## config.mk

```make
export PLATFORM = sky130hd
export DESIGN_NAME = fetch_buffer
export DESIGN_NICKNAME = d
export VERILOG_FILES = /design/src/rtl/fetch_buffer.sv
export SDC_FILE = /design/constraint.sdc
export NUM_CORES = 1
export LEC_CHECK = 0
export CORE_MARGIN = 5
export CORE_UTILIZATION = 50
export CTS_CLUSTER_SIZE = 10
export DETAILED_ROUTE_END_ITERATION = 8
export PLACE_DENSITY = 0.79
export SLEW_MARGIN = 0
export SYNTH_ARGS = -nofsm -noshare
export SYNTH_HDL_FRONTEND = slang
export SYNTH_SLANG_ARGS = --single-unit
```

## constraint.sdc

```tcl
create_clock -name clk_i -period 3.4 [get_ports clk_i]
set_clock_uncertainty 0.15 [all_clocks]
set_input_delay 0.68 -clock clk_i [delete_from_list [all_inputs] [get_ports clk_i]]
set_output_delay 0.68 -clock clk_i [all_outputs]
set_load 0.02 [all_outputs]
```

## src/rtl/fetch_buffer.sv

```systemverilog
// fetch_buffer: consumer end of the fetch-unit PC interface.
//
// Issues one synchronous instruction-memory read per cycle while a FIFO slot is
// guaranteed (credit = buffered entries + in-flight read). It buffers the returned
// {pc, instr} pairs and presents them to decode with a valid/ready handshake. A
// redirect flushes both the buffered entries and the in-flight read.
//
// Ports:
//   clk_i          clock, rising edge
//   rst_ni         asynchronous active-low reset
//   pc_i           current PC from the fetch unit
//   en_pc_o        advance request to the fetch unit (pc+1 next cycle)
//   redirect_i     same-cycle copy of the fetch unit's en_new_pc; flush request
//   imem_req_o     instruction memory read strobe
//   imem_addr_o    read address (equal to pc_i)
//   imem_rdata_i   read data, valid one cycle after imem_req_o
//   instr_valid_o  FIFO head is valid
//   instr_o        FIFO head instruction
//   instr_pc_o     PC of the FIFO head
//   instr_ready_i  decode accepts the head
module fetch_buffer #(
  parameter int unsigned ADDR_W  = 12,
  parameter int unsigned INSTR_W = 32,
  parameter int unsigned DEPTH   = 4
) (
  input  logic               clk_i,
  input  logic               rst_ni,
  input  logic [ADDR_W-1:0]  pc_i,
  output logic               en_pc_o,
  input  logic               redirect_i,
  output logic               imem_req_o,
  output logic [ADDR_W-1:0]  imem_addr_o,
  input  logic [INSTR_W-1:0] imem_rdata_i,
  output logic               instr_valid_o,
  output logic [INSTR_W-1:0] instr_o,
  output logic [ADDR_W-1:0]  instr_pc_o,
  input  logic               instr_ready_i
);

  localparam int unsigned IdxW = $clog2(DEPTH);
  localparam int unsigned PtrW = IdxW + 1;

  typedef logic [PtrW-1:0] ptr_t;

  localparam ptr_t DepthP = ptr_t'(DEPTH);
  localparam ptr_t OneP   = ptr_t'(1);

  // Storage: no reset needed, entries are only read when count_q != 0.
  logic [ADDR_W-1:0]  pc_mem_q    [DEPTH];
  logic [INSTR_W-1:0] instr_mem_q [DEPTH];

  ptr_t              wr_ptr_q, wr_ptr_d;
  ptr_t              rd_ptr_q, rd_ptr_d;
  ptr_t              count_q, count_d;
  logic              inflight_q, inflight_d;
  logic [ADDR_W-1:0] inflight_pc_q, inflight_pc_d;

  ptr_t credit;
  logic issue;
  logic push;
  logic pop;
  logic valid;

  // Credit counts the in-flight read so a response always has a slot to land in.
  // It uses the registered count, so a pop only reopens issue on the next cycle.
  always_comb begin
    credit = count_q + ptr_t'(inflight_q);
    issue  = rst_ni & ~redirect_i & (credit < DepthP);
    push   = inflight_q & ~redirect_i;
    valid  = (count_q != '0) & ~redirect_i;
    pop    = valid & instr_ready_i;
  end

  always_comb begin
    wr_ptr_d      = wr_ptr_q;
    rd_ptr_d      = rd_ptr_q;
    count_d       = count_q;
    inflight_d    = issue;
    inflight_pc_d = issue ? pc_i : inflight_pc_q;

    if (redirect_i) begin
      // Flush wins over any push/pop seen this cycle.
      wr_ptr_d = '0;
      rd_ptr_d = '0;
      count_d  = '0;
    end else begin
      if (push) begin
        wr_ptr_d = wr_ptr_q + OneP;
      end
      if (pop) begin
        rd_ptr_d = rd_ptr_q + OneP;
      end
      case ({push, pop})
        2'b10:   count_d = count_q + OneP;
        2'b01:   count_d = count_q - OneP;
        default: count_d = count_q;
      endcase
    end
  end

  always_ff @(posedge clk_i or negedge rst_ni) begin
    if (!rst_ni) begin
      wr_ptr_q      <= '0;
      rd_ptr_q      <= '0;
      count_q       <= '0;
      inflight_q    <= 1'b0;
      inflight_pc_q <= '0;
    end else begin
      wr_ptr_q      <= wr_ptr_d;
      rd_ptr_q      <= rd_ptr_d;
      count_q       <= count_d;
      inflight_q    <= inflight_d;
      inflight_pc_q <= inflight_pc_d;
    end
  end

  always_ff @(posedge clk_i) begin
    if (push) begin
      pc_mem_q[wr_ptr_q[IdxW-1:0]]    <= inflight_pc_q;
      instr_mem_q[wr_ptr_q[IdxW-1:0]] <= imem_rdata_i;
    end
  end

  always_comb begin
    en_pc_o       = issue;
    imem_req_o    = issue;
    imem_addr_o   = pc_i;
    instr_valid_o = valid;
    instr_o       = instr_mem_q[rd_ptr_q[IdxW-1:0]];
    instr_pc_o    = pc_mem_q[rd_ptr_q[IdxW-1:0]];
  end

endmodule

```

==> results.yml <==
sta:
  slew_viol_final: 0
  final-setup-viol-count: 0
  tns_ps: 0
  fin_crit_ps: 3140
  rsz0062_at_grt: "no"
  fmax_ghz: 0.318
  holdWs_ps: 365
  hold_violations: 0
  max_slew_margin_pct: 66.1
  worst_pin_slew_ps: 506
  period_share_pct: 92.5
cts:
  clk_latency_ps: 420
  clock_sinks: 196
  cts.path.max_buffers: 2
  cts.reportedPaths.clkPinSlew_ps: 70
  cts-root-buf: "clkbuf_16"
  cts_buffers: 17
  postCtsHoldBufs: 0
  post_cts_buffers: 0
  htree_levels: 4
  cts_tree: "built"
finish:
  postLayoutCoreUtil_pct: 64.3
  final_cells: 630
  nNetsFinal: 486
  num-fill-cells: 939
  final_common_cell: "edfxtp_1"
  mostFrequentLayoutCells: "edfxtp_1, clkdlybuf4s50_1, mux4_2, clkbuf_16, dfrtp_1"
  drive_above_1_share_pct: 24.2
  area_growth_pct: 26.2
  final_area_um2: 9390
  antenna_cells: 0
synth:
  syn_inst: 321
  ys_seq_area_share_pct: 77.8
  syn-num-nets: 374
  synth-edff-count: 176
  synth_top_area_share_pct: 71.0
  synth-seq-cells: 196
  ys_top_cells_by_area: "edfxtp_1, mux4_2, dfrtp_1"
  ys_async_sr_fraction_pct: 10.2
  synth_ff_type: "edfxtp_1"
  yosysWarnings: 0
  ys_types: 30
  avgSynthCellArea_um2: 23.2
  syn_area_um2: 7440
  yosysTopAreaCell: "edfxtp_1"
worst_hold_path:
  whs_path_depth: 0
  min_from: "inflight_pc_q[5]"
  min_path_type: "flip-flop to flip-flop"
  whs_endpoint: "pc_mem_q[1][5]"
pwr:
  ir_drop_mv: 0.377
  power_density_nw_per_um2: 586
  total_leakage_power_nw: 3.06
worst_setup_path:
  reg2reg_to: "count_q[2]"
  crit_path_top_delay_cell: "mux4_2"
  critPathArrivalTime_ps: 2310
  worstPathRequired_ps: 2570
  critical_path_class: "flip-flop to output pin"
  reg2reg_depth: 5
  slowest_delay_ps: 570
  crit_fanout: 18
  end_kind: "output pin"
  r2r_slack_ps: 900
  start_kind: "flip-flop"
  worstPathCellList: "buf_4 -> mux4_2 -> clkdlybuf4s50_1"
  timing.rr.start: "count_q[1]"
placement:
  gp_congestion: 0.720
  place_area_um2: 8760
  dp_cells: 598
  placement.io_buffers: 106
  dpl.hpwl_um: 8230
detailed_routing:
  drt-initial-drc-count: 216
  wl_per_cell_um: 20.8
  routed_wl_um: 13100
  viasPerCell: 5.41
  ant_nets: 0
  num_vias: 3408
  drc: 0
  drt_pass1_iterations: 4
die:
  pin_count: 107
  die-area_um2: 17400
  initial_core_util_pct: 51.0
  rows: 44
  core-area_um2: 14600
  fp.dieH_um: 132
  die_x_um: 132
grt:
  grt_pass1_vias: 3803
  antenna_found_initial: 0
  grt_pass1_wl_um: 20900
  grt_max_degree: 34
  grt_overflow: 0
  grt_usage_pct: 15.8
run_status:
  status: "finished clean"
job:
  maxCapViolCount: 0
## worst max path at each step
stage,slack (ps),from,cells past startpoint,endpoint
final,260,rd_ptr_q[0],3,instr_o[3]
after global routing,120,inflight_q,4,imem_req_o
after CTS,120,inflight_q,4,en_pc_o
after detailed placement,360,redirect_i,3,en_pc_o
after global placement,380,redirect_i,3,en_pc_o
after floorplan,710,redirect_i,3,instr_mem_q[0][0]
## layout make-up
class                      instances  area [um2]  share of cell area [%]
multi-input combinational         96        1490                    15.8
clock inverter                    12         154                    1.64
timing repair buffer             119        1250                    13.3
inverter                           3        11.3                   0.120
tap                              184         230                    2.45
clock buffer                      20         467                    4.97
sequential                       196        5790                    61.7
## kinds of logic after synthesis
family,share of synthesized area [%]
adder cells (fa/ha/maj),0.942
flip-flops,77.8
XOR/XNOR,0.824
AO/OA/AOI/OAI,0.488
multiplexers,15.9
buffers and inverters,2.42
AND/OR/NAND/NOR,1.70
## cells in the mapped netlist, types with 2 or more instances
master,instances
edfxtp_1,176
xnor2_1,5
ha_1,4
dfrtp_1,20
nor3_1,2
buf_2,3
mux4_2,44
xor2_1,2
mux2_1,3
clkbuf_1,4
mux2_4,9
mux2i_1,2
nand3_1,2
inv_1,3
buf_1,2
nor2_1,8
and2_1,4
buf_4,16
## per-layer routing
metal	vias up	routed length [um]	track usage, %
li1	1525	-	-
met1	1781	5130	18.7
met2	93	7130	27.3
met3	9	740	5.88
met4	0	127	4.17
met5	-	0	0
## critical path, delay by kind of cell (launching register included)
| family | cells | cell delay (ps) |
|---|---|---|
| buf+inv | 2 | 890 |
| mux | 1 | 570 |
| flops | 1 | 420 |
## stage by stage
step,total power [W],worst slack [ps]
after floorplan,0.00322,715
after global placement,0.00350,378
after detailed placement,0.00352,363
after CTS,0.00556,119
after global routing,0.00570,116
final,0.00550,257
## timing repair
item | in CTS | in global routing
hold endpoints to repair | 0 | 0
endpoints found under the setup margin | 0 | 2
gates resized for setup | 0 | 1
## report_power, final
part | switching, W | total, W | internal (W)
combinational | 0.000303 | 0.000675 | 0.000372
sequential | 0.0000591 | 0.00279 | 0.00273
clock | 0.000822 | 0.00204 | 0.00122
## registers in the layout, summed over array words and instances (netlist names)
| register | cells |
|---|---|
| inflight_q | 1 |
| wr_ptr_q | 2 |
| rd_ptr_q | 2 |
| pc_mem_q | 48 |
| instr_mem_q | 128 |
| inflight_pc_q | 12 |
| count_q | 3 |
Power figures use the tool's default switching activity.
